==> src/rtl/reorder_buffer_pkg.sv <==
// Shared parameters and entry payload for the reorder buffer and its dispatch/commit interface.
package reorder_buffer_pkg;

  localparam int unsigned ROB_ENTRIES = 32;
  localparam int unsigned NUM_AREGS   = 32;
  localparam int unsigned NUM_PREGS   = 64;
  localparam int unsigned NUM_CMPL    = 2;
  localparam int unsigned PC_W        = 32;
  localparam int unsigned IDX_W       = $clog2(ROB_ENTRIES);
  localparam int unsigned CNT_W       = IDX_W + 1;
  localparam int unsigned AREG_W      = $clog2(NUM_AREGS);
  localparam int unsigned PREG_W      = $clog2(NUM_PREGS);

  typedef struct packed {
    logic              valid;
    logic              done;
    logic [AREG_W-1:0] areg;
    logic [PREG_W-1:0] preg;
    logic              wb_en;
    logic [PC_W-1:0]   pc;
  } rob_entry_t;

endpackage

==> src/rtl/reorder_buffer_if.sv <==
// Dispatch, completion, commit and status signals between the core and the reorder buffer.
interface reorder_buffer_if
  import reorder_buffer_pkg::*;
();

  logic                      disp_fire_valid;
  logic [AREG_W-1:0]         disp_dest_reg;
  logic [PREG_W-1:0]         disp_dst_preg;
  logic                      disp_wb_en;
  logic [PC_W-1:0]           disp_pc;
  logic                      disp_ready;
  logic [IDX_W-1:0]          disp_rob_idx;

  logic [NUM_CMPL-1:0]       cmpl_valid;
  logic [NUM_CMPL*IDX_W-1:0] cmpl_rob_idx;

  logic                      commit_valid;
  logic [AREG_W-1:0]         commit_areg;
  logic [PREG_W-1:0]         commit_preg;
  logic                      commit_wb_en;
  logic [PC_W-1:0]           commit_pc;
  logic [IDX_W-1:0]          commit_rob_idx;

  logic                      flush;
  logic [CNT_W-1:0]          rob_count;
  logic                      rob_empty;
  logic                      rob_full;

  modport master (
    output disp_fire_valid, disp_dest_reg, disp_dst_preg, disp_wb_en, disp_pc,
    output cmpl_valid, cmpl_rob_idx, flush,
    input  disp_ready, disp_rob_idx,
    input  commit_valid, commit_areg, commit_preg, commit_wb_en, commit_pc, commit_rob_idx,
    input  rob_count, rob_empty, rob_full
  );

  modport slave (
    input  disp_fire_valid, disp_dest_reg, disp_dst_preg, disp_wb_en, disp_pc,
    input  cmpl_valid, cmpl_rob_idx, flush,
    output disp_ready, disp_rob_idx,
    output commit_valid, commit_areg, commit_preg, commit_wb_en, commit_pc, commit_rob_idx,
    output rob_count, rob_empty, rob_full
  );

endinterface

==> src/rtl/reorder_buffer_rob_ptr.sv <==
// Wrapping W-bit ring pointer; clear has priority over increment.
module rob_ptr #(
  parameter int unsigned W = 5
) (
  input  logic         clk,
  input  logic         rst,
  input  logic         clear,
  input  logic         inc,
  output logic [W-1:0] ptr
);

  always_ff @(posedge clk) begin
    if (rst || clear) begin
      ptr <= '0;
    end else if (inc) begin
      ptr <= ptr + W'(1);
    end
  end

endmodule

==> src/rtl/reorder_buffer.sv <==
// Circular reorder buffer: in-order allocate at tail, out-of-order completion, in-order retire at head.
module reorder_buffer
  import reorder_buffer_pkg::*;
(
  input  logic             clk,
  input  logic             rst,
  reorder_buffer_if.slave  rob
);

  rob_entry_t       entries [ROB_ENTRIES];
  logic [IDX_W-1:0] head;
  logic [IDX_W-1:0] tail;
  logic [CNT_W-1:0] count;
  logic [IDX_W-1:0] cmpl_idx [NUM_CMPL];
  logic             full;
  logic             accept;
  logic             commit;
  rob_entry_t       head_entry;

  // Status and dispatch handshake depend only on registered occupancy.
  assign full             = (count == CNT_W'(ROB_ENTRIES));
  assign accept           = rob.disp_fire_valid && !full;
  assign rob.disp_ready   = !full;
  assign rob.disp_rob_idx = tail;
  assign rob.rob_count    = count;
  assign rob.rob_empty    = (count == '0);
  assign rob.rob_full     = full;

  assign head_entry         = entries[head];
  assign commit             = head_entry.valid && head_entry.done;
  assign rob.commit_valid   = commit;
  assign rob.commit_areg    = head_entry.areg;
  assign rob.commit_preg    = head_entry.preg;
  assign rob.commit_wb_en   = head_entry.wb_en;
  assign rob.commit_pc      = head_entry.pc;
  assign rob.commit_rob_idx = head;

  for (genvar p = 0; p < NUM_CMPL; p++) begin : g_cidx
    assign cmpl_idx[p] = rob.cmpl_rob_idx[p*IDX_W +: IDX_W];
  end

  rob_ptr #(.W(IDX_W)) u_head (
    .clk   (clk),
    .rst   (rst),
    .clear (rob.flush),
    .inc   (commit),
    .ptr   (head)
  );

  rob_ptr #(.W(IDX_W)) u_tail (
    .clk   (clk),
    .rst   (rst),
    .clear (rob.flush),
    .inc   (accept),
    .ptr   (tail)
  );

  always_ff @(posedge clk) begin
    if (rst || rob.flush) begin
      count <= '0;
    end else begin
      count <= count + CNT_W'(accept) - CNT_W'(commit);
    end
  end

  // Per-entry state; allocate and retire never target the same slot in one cycle.
  for (genvar i = 0; i < ROB_ENTRIES; i++) begin : g_ent
    rob_entry_t ent;
    logic       cmpl_hit;

    always_comb begin
      cmpl_hit = 1'b0;
      for (int p = 0; p < NUM_CMPL; p++) begin
        if (rob.cmpl_valid[p] && (cmpl_idx[p] == IDX_W'(i))) begin
          cmpl_hit = 1'b1;
        end
      end
    end

    always_ff @(posedge clk) begin
      if (rst) begin
        ent <= '0;
      end else if (rob.flush) begin
        ent.valid <= 1'b0;
        ent.done  <= 1'b0;
      end else if (accept && (tail == IDX_W'(i))) begin
        ent.valid <= 1'b1;
        ent.done  <= 1'b0;
        ent.areg  <= rob.disp_dest_reg;
        ent.preg  <= rob.disp_dst_preg;
        ent.wb_en <= rob.disp_wb_en;
        ent.pc    <= rob.disp_pc;
      end else if (commit && (head == IDX_W'(i))) begin
        ent.valid <= 1'b0;
        ent.done  <= 1'b0;
      end else if (cmpl_hit && ent.valid) begin
        ent.done <= 1'b1;
      end
    end

    assign entries[i] = ent;
  end

endmodule

==> src/flat_wrapper.sv <==
// flat-port wrapper written by rule: the top's interface ports become plain ports
module reorder_buffer_flat import reorder_buffer_pkg::*;
  (clk, rst, rob_disp_fire_valid, rob_disp_dest_reg, rob_disp_dst_preg, rob_disp_wb_en, rob_disp_pc, rob_cmpl_valid, rob_cmpl_rob_idx, rob_flush, rob_disp_ready, rob_disp_rob_idx, rob_commit_valid, rob_commit_areg, rob_commit_preg, rob_commit_wb_en, rob_commit_pc, rob_commit_rob_idx, rob_rob_count, rob_rob_empty, rob_rob_full);
  reorder_buffer_if rob_i ();
  input  logic clk;
  input  logic rst;
  input wire logic [$bits(rob_i.disp_fire_valid)-1:0] rob_disp_fire_valid;
  input wire logic [$bits(rob_i.disp_dest_reg)-1:0] rob_disp_dest_reg;
  input wire logic [$bits(rob_i.disp_dst_preg)-1:0] rob_disp_dst_preg;
  input wire logic [$bits(rob_i.disp_wb_en)-1:0] rob_disp_wb_en;
  input wire logic [$bits(rob_i.disp_pc)-1:0] rob_disp_pc;
  input wire logic [$bits(rob_i.cmpl_valid)-1:0] rob_cmpl_valid;
  input wire logic [$bits(rob_i.cmpl_rob_idx)-1:0] rob_cmpl_rob_idx;
  input wire logic [$bits(rob_i.flush)-1:0] rob_flush;
  output wire logic [$bits(rob_i.disp_ready)-1:0] rob_disp_ready;
  output wire logic [$bits(rob_i.disp_rob_idx)-1:0] rob_disp_rob_idx;
  output wire logic [$bits(rob_i.commit_valid)-1:0] rob_commit_valid;
  output wire logic [$bits(rob_i.commit_areg)-1:0] rob_commit_areg;
  output wire logic [$bits(rob_i.commit_preg)-1:0] rob_commit_preg;
  output wire logic [$bits(rob_i.commit_wb_en)-1:0] rob_commit_wb_en;
  output wire logic [$bits(rob_i.commit_pc)-1:0] rob_commit_pc;
  output wire logic [$bits(rob_i.commit_rob_idx)-1:0] rob_commit_rob_idx;
  output wire logic [$bits(rob_i.rob_count)-1:0] rob_rob_count;
  output wire logic [$bits(rob_i.rob_empty)-1:0] rob_rob_empty;
  output wire logic [$bits(rob_i.rob_full)-1:0] rob_rob_full;
  assign rob_i.disp_fire_valid = rob_disp_fire_valid;
  assign rob_i.disp_dest_reg = rob_disp_dest_reg;
  assign rob_i.disp_dst_preg = rob_disp_dst_preg;
  assign rob_i.disp_wb_en = rob_disp_wb_en;
  assign rob_i.disp_pc = rob_disp_pc;
  assign rob_i.cmpl_valid = rob_cmpl_valid;
  assign rob_i.cmpl_rob_idx = rob_cmpl_rob_idx;
  assign rob_i.flush = rob_flush;
  assign rob_disp_ready = rob_i.disp_ready;
  assign rob_disp_rob_idx = rob_i.disp_rob_idx;
  assign rob_commit_valid = rob_i.commit_valid;
  assign rob_commit_areg = rob_i.commit_areg;
  assign rob_commit_preg = rob_i.commit_preg;
  assign rob_commit_wb_en = rob_i.commit_wb_en;
  assign rob_commit_pc = rob_i.commit_pc;
  assign rob_commit_rob_idx = rob_i.commit_rob_idx;
  assign rob_rob_count = rob_i.rob_count;
  assign rob_rob_empty = rob_i.rob_empty;
  assign rob_rob_full = rob_i.rob_full;
  reorder_buffer u_core (.clk(clk), .rst(rst), .rob(rob_i));
endmodule
==> config.mk <==
export PLATFORM = sky130hd
export DESIGN_NAME = reorder_buffer_flat
export DESIGN_NICKNAME = d
export VERILOG_FILES = /design/src/rtl/reorder_buffer_pkg.sv /design/src/rtl/reorder_buffer_if.sv /design/src/rtl/reorder_buffer_rob_ptr.sv /design/src/rtl/reorder_buffer.sv /design/src/flat_wrapper.sv
export SDC_FILE = /design/constraint.sdc
export NUM_CORES = 2
export LEC_CHECK = 0
export BUFFER_PORTS_ARGS = -buffer_cell sky130_fd_sc_hd__buf_2
export CAP_MARGIN = 20
export CORE_MARGIN = 4
export CORE_UTILIZATION = 59
export DETAILED_ROUTE_END_ITERATION = 16
export HOLD_SLACK_MARGIN = 0.12
export PLACE_DENSITY = 0.73
export SLEW_MARGIN = 20
export SYNTH_ARGS = -nofsm -noshare
export SYNTH_HDL_FRONTEND = slang
export SYNTH_HIERARCHICAL = 1
export SYNTH_SLANG_ARGS = --single-unit
==> constraint.sdc <==
create_clock -name clk -period 5 [get_ports clk]
set_input_delay 0.5 -clock clk [delete_from_list [all_inputs] [get_ports clk]]
set_output_delay 0.5 -clock clk [all_outputs]
set_load 0.02 [all_outputs]
==> impl_metrics.csv <==
group,metric,value,unit
clock_tree,cts_buffers,148,
synthesis,synth_seq_cells,1488,
layout,final_nets,7213,
synthesis,syn_inst,7464,
sta,fmax,214.9,MHz
sta,hold_slack,248.3,ps
setup_path,crit_path_start_kind,"register",
floorplan,rows,120,
synthesis,ys_warn_count,6,
placed_design,gp_congestion,0.9070,
setup_path,critPathCaptureType,"output pin",
placed_design,place_ws,1029,ps
clock_tree,ctsHoldBuffers,0,
layout,area_delta_synth_final,9.522,%
sta,fin_ws,347.2,ps
synthesis,syn-cell-area,63990,um2
power,p_switching,5.402,mW
synthesis,synthFlopType,"dfxtp_1",
power,power_leakage,21.90,nW
synthesis,synth_edf_count,0,
global_routing,overflow,0,
synthesis,synth-compound-area-share,12.99,%
floorplan,die_area,113800,um2
power,total_power,24.02,mW
placed_design,dpl.hpwl,118700,um
floorplan,initial_utilization,59.61,%
setup_path,r2r_cells,9,
global_routing,grt_max_degree,200,
synthesis,syn_area_per_cell,8.573,um2
floorplan,die_w,337.3,um
synthesis,synth_mux_area_share,16.69,%
drt,first_pass_iters,6,
synthesis,synth-xor-area-share,0.06843,%
drt,wire_per_inst,26.03,um
power,combPwrFrac,3.2,%
sta,skew,23.42,ps
clock_tree,clk_latency,780,ps
sta,period_needed,4653,ps
clock_tree,cts_num_sinks,1488,
floorplan,io_pins,124,
synthesis,synth_top_family_by_area,"simple AND/OR/NAND/NOR gates",
setup_path,worstPathRequired,4500,ps
drt,vias,56430,
power,p_clk_share,47.2,%
sta,tightest_slew,1251,ps
status,status,"complete, no violations",
layout,final_common_cell,"nand2_1",
drt,drc,0,
power,p_seq_share,49.5,%
synthesis,synth.yosys.seq_area_share,46.55,%
sta,slew_headroom,16.63,%
drt,viasPerCell,6.506,
layout,fill_cells,8561,
clock_tree,post_cts_buffers,0,
floorplan,die_h,337.3,um
clock_tree,htreeDepth,4,
placed_design,portBuffers,123,
setup_path,critPathKind,"reg -> out",
synthesis,syn-num-nets,7536,
drt,drt_iter0_drc,8365,
clock_tree,root_buffer,"clkbuf_16",
flow_run,cap_violations,0,
floorplan,coreArea,107400,um2
power,switching_share,22.49,%
sta,tns,0,ps
min_path,min_path_type,"in -> reg",
sta,rsz0062_at_grt,"no",
global_routing,grt_pass1_wl,332200,um
synthesis,async_reset_ff_share,0,%
sta,timing.final.crit_share,93.06,%
power,internal_power,18.61,mW
synthesis,synth_fa_ha_area_share,0.2464,%
sta,setup_viol,0,
setup_path,crit_fanout,98,
global_routing,grt_pass1_vias,53050,
layout,finalCoreUtilization,65.28,%
layout,drive_gt1_share,14.33,%
clock_tree,post_cts_resized,0,
sta,slew_violations,0,
setup_path,crit_arrival,4150,ps
power,ir_drop,385.8,uV
clock_tree,clockBufferDepth,3,
drt,drt_wl_total,225800,um
drt,postRouteAntennaNets,0,
layout,final_cell_mix,"nand2_1, dfxtp_1, a21oi_1",
synthesis,yosysUniqueCellTypes,45,
clock_tree,cts_tree,"yes",
clock_tree,clk_pin_slew,60,ps
global_routing,grt_usage,38.87,%
synthesis,synthSimpleGateAreaFrac,18.71,%
min_path,worstHoldPathCells,3,
global_routing,antenna_found_initial,25,
sta,hold_violations,0,
power,cellPowerDensity,342.7,nW/um2
[path summary, 6_finish.rpt]
check / from / endpoint / slack, ps
min: rob_disp_pc[26] / u_core/entries[1452] / 250
max: u_core/u_head/ptr[0] / rob_commit_pc[7] / 350
max reg2reg: u_core/rob.rob_count[2] / u_core/entries[639] / 1020
min reg2reg: u_core/entries[14] / u_core/entries[14] / 450
[registers in the layout, summed over array words and instances (netlist names)]
signal                count
u_core/entries         1472
u_core/rob.rob_count      6
u_core/u_head/ptr         5
u_core/u_tail/ptr         5
[worst max-delay path, stage by stage (launching register included)]
cell,delay (ps)
dfxtp_4,830
buf_12,590
mux4_2,590
mux4_2,470
nand2_1,80
o21ai_0,410
buf_2,340
[cell type report]
| cell class | count | area [um2] | area share, % |
|---|---|---|---|
| clock inverters | 34 | 351.6 | 0.5017 |
| repair buffers | 247 | 1957 | 2.792 |
| flip-flops and latches | 1488 | 29800 | 42.53 |
| multi-input cells | 5241 | 31510 | 44.96 |
| clock buffers | 232 | 4618 | 6.589 |
| well taps | 1403 | 1755 | 2.505 |
| diodes | 14 | 35.03 | 0.04999 |
| inverters | 15 | 56.30 | 0.08034 |
[per-layer routing]
layer | track usage [%] | up-vias | routed length (um)
met5 | 0 | - | 126
met4 | 21.83 | 20 | 14300
met2 | 58.50 | 3906 | 98960
met3 | 11.66 | 984 | 32120
li1 | - | 24560 | -
met1 | 50.27 | 26960 | 80310
[synthesized netlist by cell type, types with 5 or more instances]
cell / n / area [um2]
mux4_2: 437 / 9842
or2_2: 19 / 118.9
mux2i_1: 30 / 300.3
mux2_2: 44 / 495.5
nand3_1: 15 / 75.07
buf_4: 18 / 135.1
nand2b_1: 19 / 118.9
nor2_1: 95 / 356.6
o22ai_1: 32 / 200.2
inv_1: 14 / 52.55
nor3_1: 21 / 105.1
dfxtp_1: 1488 / 29790
nand2_1: 2865 / 10750
nor2b_1: 26 / 162.7
a31oi_1: 19 / 118.9
a2111oi_0: 32 / 280.3
nand4b_1: 5 / 43.79
ha_1: 11 / 137.6
buf_6: 9 / 101.4
clkbuf_1: 574 / 2155
buf_2: 111 / 555.5
o21ai_0: 34 / 170.2
a211oi_1: 10 / 75.07
a22oi_1: 6 / 45.04
buf_1: 8 / 30.03
nand4_1: 11 / 68.82
a21oi_1: 1471 / 7362
[power groups by stage]
stage	combinational, mW	sequential, mW	clock [mW]
after global placement	0.738	12.2	0
after detailed placement	0.742	12.2	0
after global routing	0.811	11.9	11.9
after CTS	0.743	11.9	11.4
after floorplan	0.493	12.2	0
final	0.774	11.9	11.3
[metrics by stage]
| stage | std cells | cell area [um2] |
|---|---|---|
| after global placement | 8394 | 65070 |
| after floorplan | 7464 | 63990 |
| after global routing | 8670 | 70070 |
| after detailed placement | 8394 | 65070 |
| final | 8674 | 70080 |
| after CTS | 8660 | 70040 |
[cell families after synthesis]
logic type | count (synthesis)
AND/OR/NAND/NOR | 3098
adder cells (fa/ha/maj) | 12
multiplexers | 515
flip-flops | 1488
XOR/XNOR | 5
buffers and inverters | 735
AO/OA/AOI/OAI | 1611
Note: power is estimated with default switching activity, not from simulation.
